## config.mk

```make
export PLATFORM = sky130hd
export DESIGN_NAME = pipe_stage_skid
export DESIGN_NICKNAME = d
export VERILOG_FILES = /design/src/rtl/pipe_pkg.sv /design/src/rtl/pipe_skid_ctrl.sv /design/src/rtl/pipe_stage_skid.sv
export SDC_FILE = /design/constraint.sdc
export NUM_CORES = 1
export LEC_CHECK = 0
export ABC_CLOCK_PERIOD_IN_PS = 3100
export BUFFER_PORTS_ARGS = -buffer_cell sky130_fd_sc_hd__buf_2
export CAP_MARGIN = 20
export CORE_MARGIN = 2
export CORE_UTILIZATION = 50
export DETAILED_ROUTE_END_ITERATION = 6
export PLACE_DENSITY = 0.75
export SYNTH_ARGS = -nofsm -noshare
export SYNTH_HDL_FRONTEND = slang
export SYNTH_HIERARCHICAL = 1
export SYNTH_SLANG_ARGS = --single-unit
export TNS_END_PERCENT = 100
```

## constraint.sdc

```tcl
create_clock -name clk -period 3.1 [get_ports clk]
set_clock_uncertainty 0.2 [all_clocks]
set_input_delay 0.62 -clock clk [delete_from_list [all_inputs] [get_ports clk]]
set_output_delay 0.62 -clock clk [all_outputs]
set_load 0.05 [all_outputs]
```

## src/rtl/pipe_pkg.sv

```systemverilog
// Shared types and default sizing for the operand pipeline stage with skid buffer.
package pipe_pkg;

    typedef enum logic [1:0] {
        EMPTY = 2'd0,
        BUSY  = 2'd1,
        FULL  = 2'd2
    } pipe_state_e;

    localparam int unsigned NUM_CH_DEF = 3;
    localparam int unsigned DATA_W_DEF = 32;
    localparam int unsigned CNT_W_DEF  = 16;

endpackage

```

## src/rtl/pipe_skid_ctrl.sv

```systemverilog
// Occupancy state machine for the skid stage; owns the registered in_ready.
module pipe_skid_ctrl
    import pipe_pkg::*;
(
    input  logic clk,
    input  logic rst_n,
    input  logic flush,
    input  logic in_valid,
    input  logic out_ready,
    output logic in_ready,
    output logic out_valid,
    output logic load_main,
    output logic load_skid,
    output logic skid_to_main
);

    pipe_state_e state_q, state_d;
    logic        in_ready_q, in_ready_d;
    logic        accept;

    always_comb begin
        accept       = in_valid && in_ready_q;
        state_d      = state_q;
        load_main    = 1'b0;
        load_skid    = 1'b0;
        skid_to_main = 1'b0;
        case (state_q)
            EMPTY: begin
                if (accept) begin
                    load_main = 1'b1;
                    state_d   = BUSY;
                end
            end
            BUSY: begin
                if (accept && out_ready) begin
                    load_main = 1'b1;
                end else if (accept) begin
                    load_skid = 1'b1;
                    state_d   = FULL;
                end else if (out_ready) begin
                    state_d = EMPTY;
                end
            end
            FULL: begin
                if (out_ready) begin
                    skid_to_main = 1'b1;
                    state_d      = BUSY;
                end
            end
            default: state_d = EMPTY;
        endcase
        // Flush wins over any transfer decided above.
        if (flush) begin
            state_d      = EMPTY;
            load_main    = 1'b0;
            load_skid    = 1'b0;
            skid_to_main = 1'b0;
        end
        in_ready_d = (state_d != FULL);
    end

    always_ff @(posedge clk or negedge rst_n) begin
        if (!rst_n) begin
            state_q    <= EMPTY;
            in_ready_q <= 1'b0;
        end else begin
            state_q    <= state_d;
            in_ready_q <= in_ready_d;
        end
    end

    assign in_ready  = in_ready_q;
    assign out_valid = (state_q != EMPTY);

endmodule

```

## src/rtl/pipe_stage_skid.sv

```systemverilog
// Operand pipeline stage: main + skid register pair with a saturating stall counter.
module pipe_stage_skid
    import pipe_pkg::*;
#(
    parameter int unsigned NUM_CH = NUM_CH_DEF,
    parameter int unsigned DATA_W = DATA_W_DEF,
    parameter int unsigned CNT_W  = CNT_W_DEF
) (
    input  logic                     clk,
    input  logic                     rst_n,
    input  logic                     flush,
    input  logic                     in_valid,
    input  logic [NUM_CH*DATA_W-1:0] in_data,
    output logic                     in_ready,
    output logic                     out_valid,
    output logic [NUM_CH*DATA_W-1:0] out_data,
    input  logic                     out_ready,
    output logic [CNT_W-1:0]         stall_cnt
);

    localparam int unsigned BeatW = NUM_CH * DATA_W;

    logic [BeatW-1:0] main_q, skid_q;
    logic [CNT_W-1:0] stall_q;
    logic             load_main, load_skid, skid_to_main;

    pipe_skid_ctrl u_ctrl (
        .clk          (clk),
        .rst_n        (rst_n),
        .flush        (flush),
        .in_valid     (in_valid),
        .out_ready    (out_ready),
        .in_ready     (in_ready),
        .out_valid    (out_valid),
        .load_main    (load_main),
        .load_skid    (load_skid),
        .skid_to_main (skid_to_main)
    );

    always_ff @(posedge clk or negedge rst_n) begin
        if (!rst_n) begin
            main_q <= '0;
            skid_q <= '0;
        end else begin
            if (load_main) begin
                main_q <= in_data;
            end else if (skid_to_main) begin
                main_q <= skid_q;
            end
            if (load_skid) begin
                skid_q <= in_data;
            end
        end
    end

    // Counts stalled cycles independently of flush; sticks at all-ones.
    always_ff @(posedge clk or negedge rst_n) begin
        if (!rst_n) begin
            stall_q <= '0;
        end else if (out_valid && !out_ready && (stall_q != '1)) begin
            stall_q <= stall_q + CNT_W'(1);
        end
    end

    assign out_data  = main_q;
    assign stall_cnt = stall_q;

endmodule

```

=== Yosys cells after proc, flatten, opt, wreduce, memory -nomap -nowiden ===
Cells that the tools add are included.

* Add/subtract/negate cells: 1
* Equality and inequality tests: 4
* Multiplexer cells: 19
* Reduce and logical (&&, ||, !) cells: 8

{| class="wikitable"
|+ Operators with widths
! kind !! number
|-
| $mux 96 || 2
|-
| $add 16x1->16 const B || 1
|-
| $ne 16x16->1 const B || 1
|-
| $mux 2 || 6
|-
| $mux 1 || 9
|-
| $pmux 2 s3 || 1
|-
| $logic_and 1x1->1 || 4
|-
| $reduce_bool 2->1 || 2
|-
| $eq 2x1->1 const B || 1
|-
| $eq 2x2->1 const B || 1
|-
| $logic_not 2->1 || 1
|-
| $ne 2x2->1 const B || 1
|-
| $pmux 1 s2 || 1
|-
| $logic_not 1->1 || 1
|}

* Flip-flop bits (word level): 211
* Input port bits: 101
* Output and inout port bits: 114
* Logic and storage cells: 37

=== Longest topological paths before layout ===
* Depth in word-level cells: 6
* Gate-level depth with buffers: 7
* Mapped depth without buffers: 5

=== By module ===
The synthesis kept the hierarchy.

{| class="wikitable"
|+ By module, submodules not included
! module !! times used !! cells an instance !! area an instance (um^2)
|-
| pipe_stage_skid || 1 || 688 || 8697.1
|-
| pipe_skid_ctrl || 1 || 16 || 178.9
|}

=== Least setup slack after synthesis ===
No wires, ideal clock.

* Path kind: register to register
* From: register u_ctrl.in_ready_q (netlist: u_ctrl/in_ready)
* To: register main_q[91] (netlist: out_data[91])
* Library setup time: 0.077 ns
* Arrival time: 2.044 ns
* Data required time: 2.823 ns
* Setup slack: 0.779 ns
* Cell stages (with the launch flop): 8
* Path buffers: 3
* Path through: dfrtp_1 nand2_1 nor4_1 buf_2 clkbuf_1 buf_1 nand2_1 o21ai_1

* Longest elaborated chain between the ends: 6
* Elaborated cells on any way between the ends: 8

{| class="wikitable"
|+ RTL lines
! item !! line !! source
|-
| start: declaration || pipe_skid_ctrl.sv:18 || <nowiki>logic in_ready_q, in_ready_d;</nowiki>
|-
| start signal: assignment || pipe_skid_ctrl.sv:68 || <nowiki>in_ready_q <= in_ready_d;</nowiki>
|-
| $logic_and 1x1->1 * || pipe_skid_ctrl.sv:22 || <nowiki>accept = in_valid && in_ready_q;</nowiki>
|-
| $logic_and 1x1->1 || pipe_skid_ctrl.sv:35 || <nowiki>if (accept && out_ready) begin</nowiki>
|-
| $mux 1 || pipe_skid_ctrl.sv:35 ||
|-
| $pmux 1 s2 * || pipe_skid_ctrl.sv:27 || <nowiki>case (state_q)</nowiki>
|-
| $mux 1 * || pipe_skid_ctrl.sv:53 || <nowiki>if (flush) begin</nowiki>
|-
| named net load_main || pipe_stage_skid.sv:25 || <nowiki>logic load_main, load_skid, skid_to_main;</nowiki>
|-
| $mux 96 or $reduce_bool 2->1 (tied branches) || n/a ||
|-
| end signal: assignment || pipe_stage_skid.sv:46 || <nowiki>main_q <= in_data;</nowiki>
|-
| end signal: assignment || pipe_stage_skid.sv:48 || <nowiki>main_q <= skid_q;</nowiki>
|-
| end: declaration || pipe_stage_skid.sv:23 || <nowiki>logic [BeatW-1:0] main_q, skid_q;</nowiki>
|}

The timed path passes the listed nets; every way through them passes the cells marked *.
A chain may end at the register's enable or synchronous reset.

=== Final worst setup path ===
* From: register u_ctrl.state_q[0]
* To: output out_valid

* Longest elaborated chain between the ends: 1

{| class="wikitable"
|+ RTL lines
! item !! line !! source
|-
| start: declaration || pipe_skid_ctrl.sv:17 || <nowiki>pipe_state_e state_q, state_d;</nowiki>
|-
| start signal: assignment || pipe_skid_ctrl.sv:67 || <nowiki>state_q <= state_d;</nowiki>
|-
| $reduce_bool 2->1 || pipe_skid_ctrl.sv:73 || <nowiki>assign out_valid = (state_q != EMPTY);</nowiki>
|-
| end: declaration || pipe_stage_skid.sv:15 || <nowiki>output logic out_valid,</nowiki>
|}

No other way between the ends.

==> qor.txt <==
CTS tree = built
RSZ-0062 raised after global routing = false
synthesized area = 0.008876 mm^2
die height = 137.2 um
root buf cell = clkbuf_16
Syn. warnings = 6
Net Count, Synth = 806
initial antenna violation count = 0
TritonCTS Buffers = 23
maxcap violations = 0
pwr/cell area = 766.9 mW/mm^2
Final period util = 71.83%
Min-Delay Path Class = input pin to register
Post-DP HPWL = 12510 um
clk_lat worst skew = 0.49 ns
EDFF count, synth = 0
clock buffer depth = 3
DP Area = 0.01026 mm^2
fin util = 63.32%
total gr overflow = 0
worst-path fanout max = 4
total track usage = 19.65%
critical path type = register to primary output
Routed Antenna Nets = 0
post-route cell area = 0.01095 mm^2
Final Max Tran Viols = 0
Synth Area in Simple Gates = 7.203%
number of vias per cell = 5.234
setup_tns = 0 ns
largest net degree at the start of global routing = 78
Netlist cell types = 36
post-synthesis adder-cell area fraction = 0.1410%
Reg2Reg Setup Slack = 1.03 ns
hold-critical path depth = 3
CP Data Arrival Time = 1.41 ns
clk slew on worst S/H paths = 0.06 ns
total chip power = 8399 uW
Worst Hold Endpoint = out_data[27]$_DFFE_PN0P_
final hold viol count = 0
top_reg_cell synth = dfrtp_1
worst slew pin tran = 0.5901 ns
multiplexer share of the synthesized area = 23.24%
Core ar. = 0.01730 mm^2
CP Launch Type = register
Post-Synthesis Cells = 704
register area share after synthesis = 59.49%
largest family of logic cells by synthesized area = multiplexers
htree depth = 1
antenna diode count = 0
Port Buffer Count = 214
wirelength, routed = 18680 um
synthesized area per cell = 12.61 um^2
Worst R2R Start = u_ctrl/state_q[0]$_DFF_PN0_
top-level port count = 215
fin crit period = 2.227 ns
GPL Wtd Cong = 0.7648
routed len/inst = 16.25 um
PostCTS Resize Cnt = 0
Critical Path RT = 2.28 ns
CP Capture Type = primary output
post-synthesis compound-gate area fraction = 5.963%
Peak VDD IR = 0.0005949 V
clk sink count = 211
DR pass1 iterations = 4
asr flop ratio synth = 100.0%
Die X = 137.2 um
DRC viols = 0
Post-Synth XOR/XNOR Area = 1.480%
die area = 0.01883 mm^2
Finish-stage setup viols = 0
global-route wire length before repair = 29790 um
Yosys reg bits = 211
status = completed
Nets = 1014
vias in the first global route = 5918
Slew HR = 60.66%
area delta synth->final = 23.39%
initial drt markers = 275
Starting Density = 51.32%
Achievable Freq = 449.1 MHz
terminus of the critical flop-to-flop path = out_data[82]$_DFFE_PN0P_
Leakage = 0.004967 uW
Worst R2R Path Depth = 5
min-delay src = in_data[27]
via count = 6014
FP Rows = 48
share of cells above drive strength 1 = 35.17%
==> power by group <==
part	internal [uW]	switching (uW)	total, uW	leakage, uW
Clock	1470	1020	2480	0.000344
Combinational	683	1460	2140	0.00200
Sequential	3410	369	3780	0.00263
==> synth_stat cells, drive strengths merged, types with 2 or more instances <==
master / n / area, um^2
dfrtp: 211 / 5280
nand2: 103 / 386.6
mux2: 97 / 1092
mux2i: 97 / 970.9
o21ai: 96 / 480.5
buf: 30 / 160.2
clkbuf: 14 / 52.55
xnor2: 12 / 105.1
nand4: 9 / 56.30
nand3: 5 / 30.03
nor2: 4 / 15.01
and4: 3 / 33.78
nor4: 3 / 25.02
xor2: 3 / 26.28
inv: 2 / 7.510
nand2b: 2 / 12.51
==> layout make-up <==
cell class	instances	area (um^2)
Fill cell	1386	6345
Clock inverter	5	25.02
Clock buffer	32	659.4
Timing Repair Buffer	227	1305
Tap cell	225	281.5
Multi-Input combinational cell	447	3393
Sequential cell	211	5280
Inverter	2	7.507
==> flip-flops by register name, indices dropped and copies added (netlist names) <==
name / count
out_data: 96
skid_q: 96
stall_cnt: 16
u_ctrl/state_q: 2
u_ctrl/in_ready: 1
==> layout by cell type (no fill, tap or decap), types with 3 or more instances in the layout <==
| master | n |
|---|---|
| nor2_1 | 4 |
| dfrtp_1 | 211 |
| xor2_1 | 3 |
| buf_12 | 10 |
| clkbuf_1 | 4 |
| buf_2 | 213 |
| o21ai_0 | 56 |
| clkinv_2 | 5 |
| o21ai_1 | 40 |
| nand2_1 | 103 |
| nand3_1 | 4 |
| clkbuf_8 | 6 |
| clkbuf_16 | 23 |
| mux2_2 | 56 |
| nand4_1 | 9 |
| and4_4 | 3 |
| xnor2_1 | 12 |
| mux2i_1 | 97 |
| mux2_1 | 41 |
==> critical path, cell delays in order, from the launching register on <==
cell and delay (ns):
dfrtp_1 0.42, or2_1 0.27, buf_2 0.22
==> layer usage <==
layer,wire (um),GRT usage (%),vias to the layer above
met5,0,0,-
met1,8177,26.62,2928
met3,1627,6.696,32
li1,-,-,2871
met2,8468,30.79,183
met4,402,4.525,0
==> logic make-up after synthesis <==
family,count (synthesis)
buf+inv,46
xor+xnor,15
compound gates,100
mux,194
simple gates,137
flops,211
fa+ha+maj,1
==> timing repair <==
action | in CTS | in global routing
hold buffers | 1 | 0
setup buffers | 0 | 0
hold endpoints to repair | 65 | 0
==> stage by stage <==
step	worst slack (ns)	std cells	hold WS, ns
floorplan	0.7791	704	0.1244
global placement	0.7710	1111	0.2681
detailed placement	0.7239	1111	0.2747
CTS	0.8545	1149	0.1343
global route	0.8206	1149	0.1353
finish	0.8732	1149	0.1477
==> worst max-delay path by stage <==
stage	cells past startpoint	endpoint	start
detailed placement	6	out_data[52]$_DFFE_PN0P_	out_ready
global route	2	out_valid	u_ctrl/state_q[0]$_DFF_PN0_
floorplan	7	out_data[91]$_DFFE_PN0P_	u_ctrl/in_ready$_DFF_PN0_
finish	2	out_valid	u_ctrl/state_q[0]$_DFF_PN0_
global placement	6	out_data[45]$_DFFE_PN0P_	out_ready
CTS	2	out_valid	u_ctrl/state_q[0]$_DFF_PN0_
Note: power is estimated with default switching activity, not from simulation.
